[src/rtl/cpu_pkg.sv]
// rtl/cpu_pkg.sv - shared pipeline constants: datapath widths, ALU op codes, operand selects.
package cpu_pkg;

  localparam int XLEN       = 32;
  localparam int REG_ADDR_W = 5;
  localparam int ALU_SEL_W  = 4;

  localparam logic [ALU_SEL_W-1:0] ALU_AND    = 4'b0000;
  localparam logic [ALU_SEL_W-1:0] ALU_OR     = 4'b0001;
  localparam logic [ALU_SEL_W-1:0] ALU_ADD    = 4'b0010;
  localparam logic [ALU_SEL_W-1:0] ALU_XOR    = 4'b0011;
  localparam logic [ALU_SEL_W-1:0] ALU_SLL    = 4'b0100;
  localparam logic [ALU_SEL_W-1:0] ALU_SRL    = 4'b0101;
  localparam logic [ALU_SEL_W-1:0] ALU_SUB    = 4'b0110;
  localparam logic [ALU_SEL_W-1:0] ALU_SRA    = 4'b0111;
  localparam logic [ALU_SEL_W-1:0] ALU_PASS_B = 4'b1010;

  localparam logic A_SEL_REG = 1'b0;
  localparam logic A_SEL_PC  = 1'b1;
  localparam logic B_SEL_REG = 1'b0;
  localparam logic B_SEL_IMM = 1'b1;

endpackage

[src/rtl/id_ex_stage_if.sv]
// rtl/id_ex_stage_if.sv - ID/EX stage signal bundle; master drives ID/bypass side, slave is the stage.
interface id_ex_stage_if #(
  parameter int XLEN       = cpu_pkg::XLEN,
  parameter int REG_ADDR_W = cpu_pkg::REG_ADDR_W,
  parameter int ALU_SEL_W  = cpu_pkg::ALU_SEL_W
);

  logic                  ID_VALID;
  logic [XLEN-1:0]       ID_PC;
  logic [XLEN-1:0]       ID_RS1_DATA;
  logic [XLEN-1:0]       ID_RS2_DATA;
  logic [XLEN-1:0]       ID_IMM;
  logic [REG_ADDR_W-1:0] ID_RS1;
  logic [REG_ADDR_W-1:0] ID_RS2;
  logic [REG_ADDR_W-1:0] ID_RD;
  logic [ALU_SEL_W-1:0]  ID_ALU_SELECT;
  logic                  ID_A_SEL;
  logic                  ID_B_SEL;
  logic                  ID_REG_WRITE;
  logic                  ID_MEM_READ;
  logic                  ID_MEM_WRITE;
  logic                  EXT_STALL;
  logic                  FLUSH;
  logic [REG_ADDR_W-1:0] EXMEM_RD;
  logic                  EXMEM_REG_WRITE;
  logic [XLEN-1:0]       EXMEM_RESULT;
  logic [REG_ADDR_W-1:0] MEMWB_RD;
  logic                  MEMWB_REG_WRITE;
  logic [XLEN-1:0]       MEMWB_RESULT;
  logic [XLEN-1:0]       ALU_DATA1;
  logic [XLEN-1:0]       ALU_DATA2;
  logic [ALU_SEL_W-1:0]  ALU_SELECT;
  logic [XLEN-1:0]       EX_STORE_DATA;
  logic                  EX_VALID;
  logic                  EX_REG_WRITE;
  logic                  EX_MEM_READ;
  logic                  EX_MEM_WRITE;
  logic [REG_ADDR_W-1:0] EX_RD;
  logic [XLEN-1:0]       EX_PC;
  logic                  LOAD_USE_STALL;

  modport master (
    output ID_VALID, ID_PC, ID_RS1_DATA, ID_RS2_DATA, ID_IMM, ID_RS1, ID_RS2, ID_RD,
           ID_ALU_SELECT, ID_A_SEL, ID_B_SEL, ID_REG_WRITE, ID_MEM_READ, ID_MEM_WRITE,
           EXT_STALL, FLUSH, EXMEM_RD, EXMEM_REG_WRITE, EXMEM_RESULT,
           MEMWB_RD, MEMWB_REG_WRITE, MEMWB_RESULT,
    input  ALU_DATA1, ALU_DATA2, ALU_SELECT, EX_STORE_DATA, EX_VALID, EX_REG_WRITE,
           EX_MEM_READ, EX_MEM_WRITE, EX_RD, EX_PC, LOAD_USE_STALL
  );

  modport slave (
    input  ID_VALID, ID_PC, ID_RS1_DATA, ID_RS2_DATA, ID_IMM, ID_RS1, ID_RS2, ID_RD,
           ID_ALU_SELECT, ID_A_SEL, ID_B_SEL, ID_REG_WRITE, ID_MEM_READ, ID_MEM_WRITE,
           EXT_STALL, FLUSH, EXMEM_RD, EXMEM_REG_WRITE, EXMEM_RESULT,
           MEMWB_RD, MEMWB_REG_WRITE, MEMWB_RESULT,
    output ALU_DATA1, ALU_DATA2, ALU_SELECT, EX_STORE_DATA, EX_VALID, EX_REG_WRITE,
           EX_MEM_READ, EX_MEM_WRITE, EX_RD, EX_PC, LOAD_USE_STALL
  );

endinterface

[src/rtl/id_ex_stage_forward_mux.sv]
// rtl/id_ex_stage_forward_mux.sv - operand bypass select for one source register.
module forward_mux
  import cpu_pkg::*;
#(
  parameter int XLEN       = cpu_pkg::XLEN,
  parameter int REG_ADDR_W = cpu_pkg::REG_ADDR_W
) (
  input  logic [REG_ADDR_W-1:0] src_idx,
  input  logic [XLEN-1:0]       reg_data,
  input  logic [REG_ADDR_W-1:0] exmem_rd,
  input  logic                  exmem_we,
  input  logic [XLEN-1:0]       exmem_result,
  input  logic [REG_ADDR_W-1:0] memwb_rd,
  input  logic                  memwb_we,
  input  logic [XLEN-1:0]       memwb_result,
  output logic [XLEN-1:0]       fwd_data
);

  logic exmem_hit;
  logic memwb_hit;

  assign exmem_hit = exmem_we && (exmem_rd != '0) && (exmem_rd == src_idx);
  assign memwb_hit = memwb_we && (memwb_rd != '0) && (memwb_rd == src_idx);

  // The younger EX/MEM result shadows MEM/WB when both target the same register.
  always_comb begin
    fwd_data = reg_data;
    if (exmem_hit) begin
      fwd_data = exmem_result;
    end else if (memwb_hit) begin
      fwd_data = memwb_result;
    end
  end

endmodule

[src/rtl/id_ex_stage.sv]
// rtl/id_ex_stage.sv - ID/EX pipeline register with load-use bubble, stall/flush and operand select.
// Operand bypassing from EX/MEM and MEM/WB is built only when ID_EX_FORWARD_EN is defined.
module id_ex_stage
  import cpu_pkg::*;
#(
  parameter int XLEN       = cpu_pkg::XLEN,
  parameter int REG_ADDR_W = cpu_pkg::REG_ADDR_W,
  parameter int ALU_SEL_W  = cpu_pkg::ALU_SEL_W
) (
  input logic         CLK,
  input logic         RESET,
  id_ex_stage_if.slave io
);

  logic [XLEN-1:0]       pc_q, pc_d;
  logic [XLEN-1:0]       imm_q, imm_d;
  logic [XLEN-1:0]       rs1_data_q, rs1_data_d;
  logic [XLEN-1:0]       rs2_data_q, rs2_data_d;
  logic [REG_ADDR_W-1:0] rs1_q, rs1_d;
  logic [REG_ADDR_W-1:0] rs2_q, rs2_d;
  logic [REG_ADDR_W-1:0] rd_q, rd_d;
  logic [ALU_SEL_W-1:0]  alu_sel_q, alu_sel_d;
  logic                  a_sel_q, a_sel_d;
  logic                  b_sel_q, b_sel_d;
  logic                  valid_q, valid_d;
  logic                  reg_write_q, reg_write_d;
  logic                  mem_read_q, mem_read_d;
  logic                  mem_write_q, mem_write_d;

  logic                  load_use;
  logic [XLEN-1:0]       fwd_rs1;
  logic [XLEN-1:0]       fwd_rs2;

  // rs2 is compared even for immediate-form ops: cheaper than decoding B_SEL here.
  assign load_use = !io.FLUSH && valid_q && mem_read_q && (rd_q != '0) && io.ID_VALID &&
                    ((rd_q == io.ID_RS1) || (rd_q == io.ID_RS2));

  always_comb begin
    pc_d        = pc_q;
    imm_d       = imm_q;
    rs1_data_d  = rs1_data_q;
    rs2_data_d  = rs2_data_q;
    rs1_d       = rs1_q;
    rs2_d       = rs2_q;
    rd_d        = rd_q;
    alu_sel_d   = alu_sel_q;
    a_sel_d     = a_sel_q;
    b_sel_d     = b_sel_q;
    valid_d     = valid_q;
    reg_write_d = reg_write_q;
    mem_read_d  = mem_read_q;
    mem_write_d = mem_write_q;
    if (io.FLUSH || (!io.EXT_STALL && load_use)) begin
      valid_d     = 1'b0;
      reg_write_d = 1'b0;
      mem_read_d  = 1'b0;
      mem_write_d = 1'b0;
    end else if (!io.EXT_STALL) begin
      pc_d        = io.ID_PC;
      imm_d       = io.ID_IMM;
      rs1_data_d  = io.ID_RS1_DATA;
      rs2_data_d  = io.ID_RS2_DATA;
      rs1_d       = io.ID_RS1;
      rs2_d       = io.ID_RS2;
      rd_d        = io.ID_RD;
      alu_sel_d   = io.ID_ALU_SELECT;
      a_sel_d     = io.ID_A_SEL;
      b_sel_d     = io.ID_B_SEL;
      valid_d     = io.ID_VALID;
      reg_write_d = io.ID_REG_WRITE & io.ID_VALID;
      mem_read_d  = io.ID_MEM_READ & io.ID_VALID;
      mem_write_d = io.ID_MEM_WRITE & io.ID_VALID;
    end
  end

  always_ff @(posedge CLK or posedge RESET) begin
    if (RESET) begin
      pc_q        <= '0;
      imm_q       <= '0;
      rs1_data_q  <= '0;
      rs2_data_q  <= '0;
      rs1_q       <= '0;
      rs2_q       <= '0;
      rd_q        <= '0;
      alu_sel_q   <= '0;
      a_sel_q     <= 1'b0;
      b_sel_q     <= 1'b0;
      valid_q     <= 1'b0;
      reg_write_q <= 1'b0;
      mem_read_q  <= 1'b0;
      mem_write_q <= 1'b0;
    end else begin
      pc_q        <= pc_d;
      imm_q       <= imm_d;
      rs1_data_q  <= rs1_data_d;
      rs2_data_q  <= rs2_data_d;
      rs1_q       <= rs1_d;
      rs2_q       <= rs2_d;
      rd_q        <= rd_d;
      alu_sel_q   <= alu_sel_d;
      a_sel_q     <= a_sel_d;
      b_sel_q     <= b_sel_d;
      valid_q     <= valid_d;
      reg_write_q <= reg_write_d;
      mem_read_q  <= mem_read_d;
      mem_write_q <= mem_write_d;
    end
  end

`ifdef ID_EX_FORWARD_EN
  forward_mux #(.XLEN(XLEN), .REG_ADDR_W(REG_ADDR_W)) u_fwd_rs1 (
    .src_idx      (rs1_q),
    .reg_data     (rs1_data_q),
    .exmem_rd     (io.EXMEM_RD),
    .exmem_we     (io.EXMEM_REG_WRITE),
    .exmem_result (io.EXMEM_RESULT),
    .memwb_rd     (io.MEMWB_RD),
    .memwb_we     (io.MEMWB_REG_WRITE),
    .memwb_result (io.MEMWB_RESULT),
    .fwd_data     (fwd_rs1)
  );

  forward_mux #(.XLEN(XLEN), .REG_ADDR_W(REG_ADDR_W)) u_fwd_rs2 (
    .src_idx      (rs2_q),
    .reg_data     (rs2_data_q),
    .exmem_rd     (io.EXMEM_RD),
    .exmem_we     (io.EXMEM_REG_WRITE),
    .exmem_result (io.EXMEM_RESULT),
    .memwb_rd     (io.MEMWB_RD),
    .memwb_we     (io.MEMWB_REG_WRITE),
    .memwb_result (io.MEMWB_RESULT),
    .fwd_data     (fwd_rs2)
  );
`else
  logic unused_bypass;

  assign unused_bypass = ^{io.EXMEM_RD, io.EXMEM_REG_WRITE, io.EXMEM_RESULT,
                           io.MEMWB_RD, io.MEMWB_REG_WRITE, io.MEMWB_RESULT};
  assign fwd_rs1 = rs1_data_q;
  assign fwd_rs2 = rs2_data_q;
`endif

  assign io.ALU_DATA1      = (a_sel_q == A_SEL_PC)  ? pc_q  : fwd_rs1;
  assign io.ALU_DATA2      = (b_sel_q == B_SEL_IMM) ? imm_q : fwd_rs2;
  assign io.EX_STORE_DATA  = fwd_rs2;
  assign io.ALU_SELECT     = alu_sel_q;
  assign io.EX_VALID       = valid_q;
  assign io.EX_REG_WRITE   = reg_write_q;
  assign io.EX_MEM_READ    = mem_read_q;
  assign io.EX_MEM_WRITE   = mem_write_q;
  assign io.EX_RD          = rd_q;
  assign io.EX_PC          = pc_q;
  assign io.LOAD_USE_STALL = load_use;

endmodule
[src/flat_wrapper.sv]
// flat-port wrapper written by rule: the top's interface ports become plain ports
module id_ex_stage_flat import cpu_pkg::*;
#(
  parameter int XLEN       = cpu_pkg::XLEN,
  parameter int REG_ADDR_W = cpu_pkg::REG_ADDR_W,
  parameter int ALU_SEL_W  = cpu_pkg::ALU_SEL_W
)
  (CLK, RESET, io_ID_VALID, io_ID_PC, io_ID_RS1_DATA, io_ID_RS2_DATA, io_ID_IMM, io_ID_RS1, io_ID_RS2, io_ID_RD, io_ID_ALU_SELECT, io_ID_A_SEL, io_ID_B_SEL, io_ID_REG_WRITE, io_ID_MEM_READ, io_ID_MEM_WRITE, io_EXT_STALL, io_FLUSH, io_EXMEM_RD, io_EXMEM_REG_WRITE, io_EXMEM_RESULT, io_MEMWB_RD, io_MEMWB_REG_WRITE, io_MEMWB_RESULT, io_ALU_DATA1, io_ALU_DATA2, io_ALU_SELECT, io_EX_STORE_DATA, io_EX_VALID, io_EX_REG_WRITE, io_EX_MEM_READ, io_EX_MEM_WRITE, io_EX_RD, io_EX_PC, io_LOAD_USE_STALL);
  id_ex_stage_if #(.XLEN(XLEN), .REG_ADDR_W(REG_ADDR_W), .ALU_SEL_W(ALU_SEL_W)) io_i ();
  input logic CLK;
  input logic RESET;
  input wire logic [$bits(io_i.ID_VALID)-1:0] io_ID_VALID;
  input wire logic [$bits(io_i.ID_PC)-1:0] io_ID_PC;
  input wire logic [$bits(io_i.ID_RS1_DATA)-1:0] io_ID_RS1_DATA;
  input wire logic [$bits(io_i.ID_RS2_DATA)-1:0] io_ID_RS2_DATA;
  input wire logic [$bits(io_i.ID_IMM)-1:0] io_ID_IMM;
  input wire logic [$bits(io_i.ID_RS1)-1:0] io_ID_RS1;
  input wire logic [$bits(io_i.ID_RS2)-1:0] io_ID_RS2;
  input wire logic [$bits(io_i.ID_RD)-1:0] io_ID_RD;
  input wire logic [$bits(io_i.ID_ALU_SELECT)-1:0] io_ID_ALU_SELECT;
  input wire logic [$bits(io_i.ID_A_SEL)-1:0] io_ID_A_SEL;
  input wire logic [$bits(io_i.ID_B_SEL)-1:0] io_ID_B_SEL;
  input wire logic [$bits(io_i.ID_REG_WRITE)-1:0] io_ID_REG_WRITE;
  input wire logic [$bits(io_i.ID_MEM_READ)-1:0] io_ID_MEM_READ;
  input wire logic [$bits(io_i.ID_MEM_WRITE)-1:0] io_ID_MEM_WRITE;
  input wire logic [$bits(io_i.EXT_STALL)-1:0] io_EXT_STALL;
  input wire logic [$bits(io_i.FLUSH)-1:0] io_FLUSH;
  input wire logic [$bits(io_i.EXMEM_RD)-1:0] io_EXMEM_RD;
  input wire logic [$bits(io_i.EXMEM_REG_WRITE)-1:0] io_EXMEM_REG_WRITE;
  input wire logic [$bits(io_i.EXMEM_RESULT)-1:0] io_EXMEM_RESULT;
  input wire logic [$bits(io_i.MEMWB_RD)-1:0] io_MEMWB_RD;
  input wire logic [$bits(io_i.MEMWB_REG_WRITE)-1:0] io_MEMWB_REG_WRITE;
  input wire logic [$bits(io_i.MEMWB_RESULT)-1:0] io_MEMWB_RESULT;
  output wire logic [$bits(io_i.ALU_DATA1)-1:0] io_ALU_DATA1;
  output wire logic [$bits(io_i.ALU_DATA2)-1:0] io_ALU_DATA2;
  output wire logic [$bits(io_i.ALU_SELECT)-1:0] io_ALU_SELECT;
  output wire logic [$bits(io_i.EX_STORE_DATA)-1:0] io_EX_STORE_DATA;
  output wire logic [$bits(io_i.EX_VALID)-1:0] io_EX_VALID;
  output wire logic [$bits(io_i.EX_REG_WRITE)-1:0] io_EX_REG_WRITE;
  output wire logic [$bits(io_i.EX_MEM_READ)-1:0] io_EX_MEM_READ;
  output wire logic [$bits(io_i.EX_MEM_WRITE)-1:0] io_EX_MEM_WRITE;
  output wire logic [$bits(io_i.EX_RD)-1:0] io_EX_RD;
  output wire logic [$bits(io_i.EX_PC)-1:0] io_EX_PC;
  output wire logic [$bits(io_i.LOAD_USE_STALL)-1:0] io_LOAD_USE_STALL;
  assign io_i.ID_VALID = io_ID_VALID;
  assign io_i.ID_PC = io_ID_PC;
  assign io_i.ID_RS1_DATA = io_ID_RS1_DATA;
  assign io_i.ID_RS2_DATA = io_ID_RS2_DATA;
  assign io_i.ID_IMM = io_ID_IMM;
  assign io_i.ID_RS1 = io_ID_RS1;
  assign io_i.ID_RS2 = io_ID_RS2;
  assign io_i.ID_RD = io_ID_RD;
  assign io_i.ID_ALU_SELECT = io_ID_ALU_SELECT;
  assign io_i.ID_A_SEL = io_ID_A_SEL;
  assign io_i.ID_B_SEL = io_ID_B_SEL;
  assign io_i.ID_REG_WRITE = io_ID_REG_WRITE;
  assign io_i.ID_MEM_READ = io_ID_MEM_READ;
  assign io_i.ID_MEM_WRITE = io_ID_MEM_WRITE;
  assign io_i.EXT_STALL = io_EXT_STALL;
  assign io_i.FLUSH = io_FLUSH;
  assign io_i.EXMEM_RD = io_EXMEM_RD;
  assign io_i.EXMEM_REG_WRITE = io_EXMEM_REG_WRITE;
  assign io_i.EXMEM_RESULT = io_EXMEM_RESULT;
  assign io_i.MEMWB_RD = io_MEMWB_RD;
  assign io_i.MEMWB_REG_WRITE = io_MEMWB_REG_WRITE;
  assign io_i.MEMWB_RESULT = io_MEMWB_RESULT;
  assign io_ALU_DATA1 = io_i.ALU_DATA1;
  assign io_ALU_DATA2 = io_i.ALU_DATA2;
  assign io_ALU_SELECT = io_i.ALU_SELECT;
  assign io_EX_STORE_DATA = io_i.EX_STORE_DATA;
  assign io_EX_VALID = io_i.EX_VALID;
  assign io_EX_REG_WRITE = io_i.EX_REG_WRITE;
  assign io_EX_MEM_READ = io_i.EX_MEM_READ;
  assign io_EX_MEM_WRITE = io_i.EX_MEM_WRITE;
  assign io_EX_RD = io_i.EX_RD;
  assign io_EX_PC = io_i.EX_PC;
  assign io_LOAD_USE_STALL = io_i.LOAD_USE_STALL;
  id_ex_stage #(.XLEN(XLEN), .REG_ADDR_W(REG_ADDR_W), .ALU_SEL_W(ALU_SEL_W)) u_core (.CLK(CLK), .RESET(RESET), .io(io_i));
endmodule
[config.mk]
export PLATFORM = sky130hd
export DESIGN_NAME = id_ex_stage_flat
export DESIGN_NICKNAME = d
export VERILOG_FILES = /design/src/rtl/cpu_pkg.sv /design/src/rtl/id_ex_stage_if.sv /design/src/rtl/id_ex_stage_forward_mux.sv /design/src/rtl/id_ex_stage.sv /design/src/flat_wrapper.sv
export SDC_FILE = /design/constraint.sdc
export NUM_CORES = 1
export LEC_CHECK = 0
export CELL_PAD_IN_SITES_DETAIL_PLACEMENT = 0
export CELL_PAD_IN_SITES_GLOBAL_PLACEMENT = 2
export CORE_ASPECT_RATIO = 0.8
export CORE_UTILIZATION = 23
export DETAILED_ROUTE_END_ITERATION = 8
export GPL_ROUTABILITY_DRIVEN = 1
export MAX_ROUTING_LAYER = met4
export PLACE_DENSITY = 0.83
export SLEW_MARGIN = 20
export SYNTH_ARGS = -nofsm -noshare
export SYNTH_HDL_FRONTEND = slang
export SYNTH_SLANG_ARGS = --single-unit
[constraint.sdc]
create_clock -name CLK -period 7.3 [get_ports CLK]
set_input_delay 2.19 -clock CLK [delete_from_list [all_inputs] [get_ports CLK]]
set_output_delay 2.19 -clock CLK [all_outputs]
set_load 0.02 [all_outputs]
# Word-level counts from Yosys, hierarchy flattened
# Cells that the tools add are included.
# op_classes
n_reduce_logical	12
n_eq_ne	3
bitwise_logic	5
n_mux	10
# ops
cell	n
two-way mux 32 bit	2
equality test 5 bit	2
two-way mux 1 bit	8
logical AND 1 bit	6
nonzero test 5 bit	1
AND 1 bit	3
logical NOT 1 bit	2
logical OR 1 bit	2
!= test 2 x 1 -> 1 bit, second input constant	1
NOT 1 bit	2
AND reduction 2 bit	1
# word_totals
word_cells	42
register_bits	143

# Depth between registers and ports, before layout
# depth
depth_word	10
depth_mapped	7

# Least setup slack after synthesis
# OpenSTA, ideal clock, no wires.
# synth_path
kind	input to output
startpoint	input io_ID_RS1[4]
endpoint	output io_LOAD_USE_STALL
path_stages	4
path_buffers	0
t_arrival_ns	3.056
slack_ns	2.054
path_cell_list	xnor2_1 > nand3_1 > o22ai_1 > and2_0
# synth_between
elab_chain_cells	3
# synth_lines
item	line	rtl
start: declaration	flat_wrapper.sv:17	input wire logic [$bits(io_i.ID_RS1)-1:0] io_ID_RS1;
equality test 5 bit	id_ex_stage.sv:36	((rd_q == io.ID_RS1) || (rd_q == io.ID_RS2));
logical OR 1 bit	id_ex_stage.sv:36	
logical AND 1 bit	id_ex_stage.sv:35	assign load_use = !io.FLUSH && valid_q && mem_read_q && (rd_q != '0) && io.ID_VALID &&
end: declaration	flat_wrapper.sv:44	output wire logic [$bits(io_i.LOAD_USE_STALL)-1:0] io_LOAD_USE_STALL;
# No other way between the ends.

# Worst setup path in the final report
# layout_path
startpoint	input io_FLUSH
endpoint	output io_LOAD_USE_STALL
# layout_between
elab_chain_cells	6
# layout_lines
item	line	rtl
start: declaration	flat_wrapper.sv:27	input wire logic [$bits(io_i.FLUSH)-1:0] io_FLUSH;
logical NOT 1 bit	id_ex_stage.sv:35	
logical AND 1 bit (5 in series)	id_ex_stage.sv:35	
# No other way between the ends.

==> results.toml <==
[clocking]
htree_num_levels = 4
cts_resized = 0
cts_buffers = 17
clk_pin_slew_ns = 0.06
hold_buffers = 0
clk_path_buf_depth = 2
cts_root_buffer = "clkbuf_16"
clkLatencyLatePin_ns = 0.42
tritoncts = "yes"
cts_sinks = 143
postCtsSetupRepairBufs = 0

[timing]
rsz0062_at_grt = "false"
max_slew_margin = 0.3204
fmax_mhz = 154.4
finalSetupTns_ns = 0
tightestPinTransition_ns = 1.019
drv_slew = 0
finalSetupViolCount = 0
hold_viol = 0
final.setup_skew_ns = 0.009579
period_needed_ns = 6.478
fin_crit_sh = 0.8874

[placement]
hpwl_microns = 12130
gp_congestion = 0.8143
port_buffers = 298
placed_cells = 1044
place_area_sq_um = 9590

[synthesis]
synthTopCellsByArea = "dfrtp_1, mux2_1, mux2_2"
ys_warn_count = 0
post-synth-top-area-fraction = 0.5687
synth.avg_cell_area_sq_um = 15.50
synth_enable_flop_cells = 0
synthArstFlopShare = 1.000
synth_ff_type = "dfrtp_1"
syn_inst = 406
synth.distinct_cells = 21
synth-seq-cells = 143
synth_nets = 639
ys_top_cells_by_count = "dfrtp_1, mux2_1, mux2_2, buf_6, xnor2_1"
syn-cell-area_sq_um = 6292
synthMostInstantiatedCell = "dfrtp_1"
ys_seq_area_frac = 0.5687
synth_top_area_cell = "dfrtp_1"

[floorplanning]
die_w_microns = 186.9
coreArea_sq_um = 26590
initial_utilization = 0.2366
dieArea_sq_um = 28030
die_h_microns = 149.9
row_count = 53
ios = 375

[setup_path]
critPathMaxFanout = 6
regToRegSetupSlack_ns = 4.72
critPathArrivalTime_ns = 4.29
r2r-end = "u_core.io.EX_PC[8]$_DFFE_PP0P_"
path_class = "in2out"
r2r_cells = 7
r2r-start = "u_core.io.EX_RD[4]$_DFFE_PP0P_"
crit_path_end = "io_LOAD_USE_STALL"
crit_path_start = "io_FLUSH"
cp-start-kind = "input port"
cp.required_ns = 5.11
endpoint_kind = "output pin"

[global_routing]
grt.total_usage = 0.1294
grt_pass1_vias = 4591
antenna_found_initial = 0
grt_pass1_wl_microns = 26670
overflow = 0
grt_max_degree = 74

[route]
viasPerCell = 4.113
wire_per_inst_microns = 16.24
drtAntennaViolNets = 0
drt_iter0_markers = 127
dr.pass1.iters = 5
post-route-drc-count = 0
num_vias = 4426
drt_wl_total_microns = 17480

[finish]
final_cell_area_sq_um = 10180
antenna_cells = 0
area_growth_pct = 61.86
nets = 939
drive_above_1_share = 0.1961
fin_cells = 1076

[power_and_ir_drop]
p_leak_nw = 4.032
total_power_w = 0.002698
ir_worst_vdd_v = 0.0001412
power_density_nw_per_um2 = 264.9

[job]
drv_cap = 0

[status]
status = "finished clean"

[hold_path]
min_path_type = "reg2reg"
## flip-flops by register name (all words and copies together), names as in the netlist
name                     flops
u_core.a_sel_q               1
u_core.b_sel_q               1
u_core.fwd_rs1              32
u_core.imm_q                32
u_core.io.ALU_SELECT         4
u_core.io.EX_MEM_READ        1
u_core.io.EX_MEM_WRITE       1
u_core.io.EX_PC             32
u_core.io.EX_RD              5
u_core.io.EX_REG_WRITE       1
u_core.io.EX_STORE_DATA     32
u_core.io.EX_VALID           1
## logic make-up after synthesis
kind of cell	Yosys count	share of synthesized area
AND/OR/NAND/NOR	18	0.01511
buffers and inverters	25	0.03023
multiplexers	203	0.3633
XOR/XNOR	10	0.01392
AO/OA/AOI/OAI	7	0.008749
flip-flops	143	0.5687
## critical path, stage by stage
cell             delay, ns
clkdlybuf4s50_1       0.55
nor2b_1               0.20
nand3_1               0.10
a21oi_1               0.26
and2_0                0.33
clkdlybuf4s50_1       0.66
## metrics by stage
| stage | utilization | worst slack, ns | hold slack (ns) |
|---|---|---|---|
| 5_1_grt | 0.3830 | 0.6515 | 0.4967 |
| 3_3_place_gp | 0.3607 | 0.8279 | 0.4625 |
| 2_1_floorplan | - | 1.272 | 0.4522 |
| 6_report | 0.3830 | 0.8222 | 0.4820 |
| 4_1_cts | 0.3830 | 0.8195 | 0.4850 |
| 3_5_place_dp | 0.3607 | 0.8200 | 0.4691 |
## final cells by class
type	count	area [sq um]
fill	2590	16410
sequential	143	3580
timing repair buffer	304	3028
multi-input combinational	238	2524
clock buffer	22	484.2
tap	357	446.7
clock inverter	10	110.1
inverter	2	12.51
## cells in the final DEF, fill, tap and decap left out, types with 3 or more instances in the layout
cell type and count:
dfrtp_1 142, o21ai_0 3, nand3b_1 4, clkinv_2 4, clkdlybuf4s50_1 298, clkinvlp_4 4
clkbuf_8 4, xnor2_1 10, mux2_1 102, buf_4 6, clkbuf_16 17, nand2_1 5
nand3_1 3, mux2_2 101
## routing by layer
layer,GRT usage,share of wire
met1,0.1705,0.48
met2,0.1800,0.43
met3,0.04902,0.077
met4,0.04385,0.013
met5,-,0
## worst min-delay path by stage
stage / startpoint / end / slack (ns) / depth (start not counted)
finish: u_core.io.EX_MEM_WRITE$_DFFE_PP0P_ / u_core.io.EX_MEM_WRITE$_DFFE_PP0P_ / 0.48 / 2
floorplan: u_core.imm_q[12]$_DFFE_PP0P_ / u_core.imm_q[12]$_DFFE_PP0P_ / 0.45 / 1
global placement: u_core.fwd_rs1[12]$_DFFE_PP0P_ / u_core.fwd_rs1[12]$_DFFE_PP0P_ / 0.46 / 1
global route: u_core.fwd_rs1[26]$_DFFE_PP0P_ / u_core.fwd_rs1[26]$_DFFE_PP0P_ / 0.50 / 1
detailed placement: u_core.imm_q[30]$_DFFE_PP0P_ / u_core.imm_q[30]$_DFFE_PP0P_ / 0.47 / 1
CTS: u_core.imm_q[30]$_DFFE_PP0P_ / u_core.imm_q[30]$_DFFE_PP0P_ / 0.48 / 1
## power by group
group | switching [W] | leakage [nW] | internal [W] | total [W]
logic | 0.000360 | 2.06 | 0.000461 | 0.000821
registers | 0.0000844 | 1.68 | 0.000908 | 0.000992
clock network | 0.000347 | 0.284 | 0.000537 | 0.000884
total | 0.000791 | 4.03 | 0.00191 | 0.00270
Note: power is estimated with default switching activity, not from simulation.
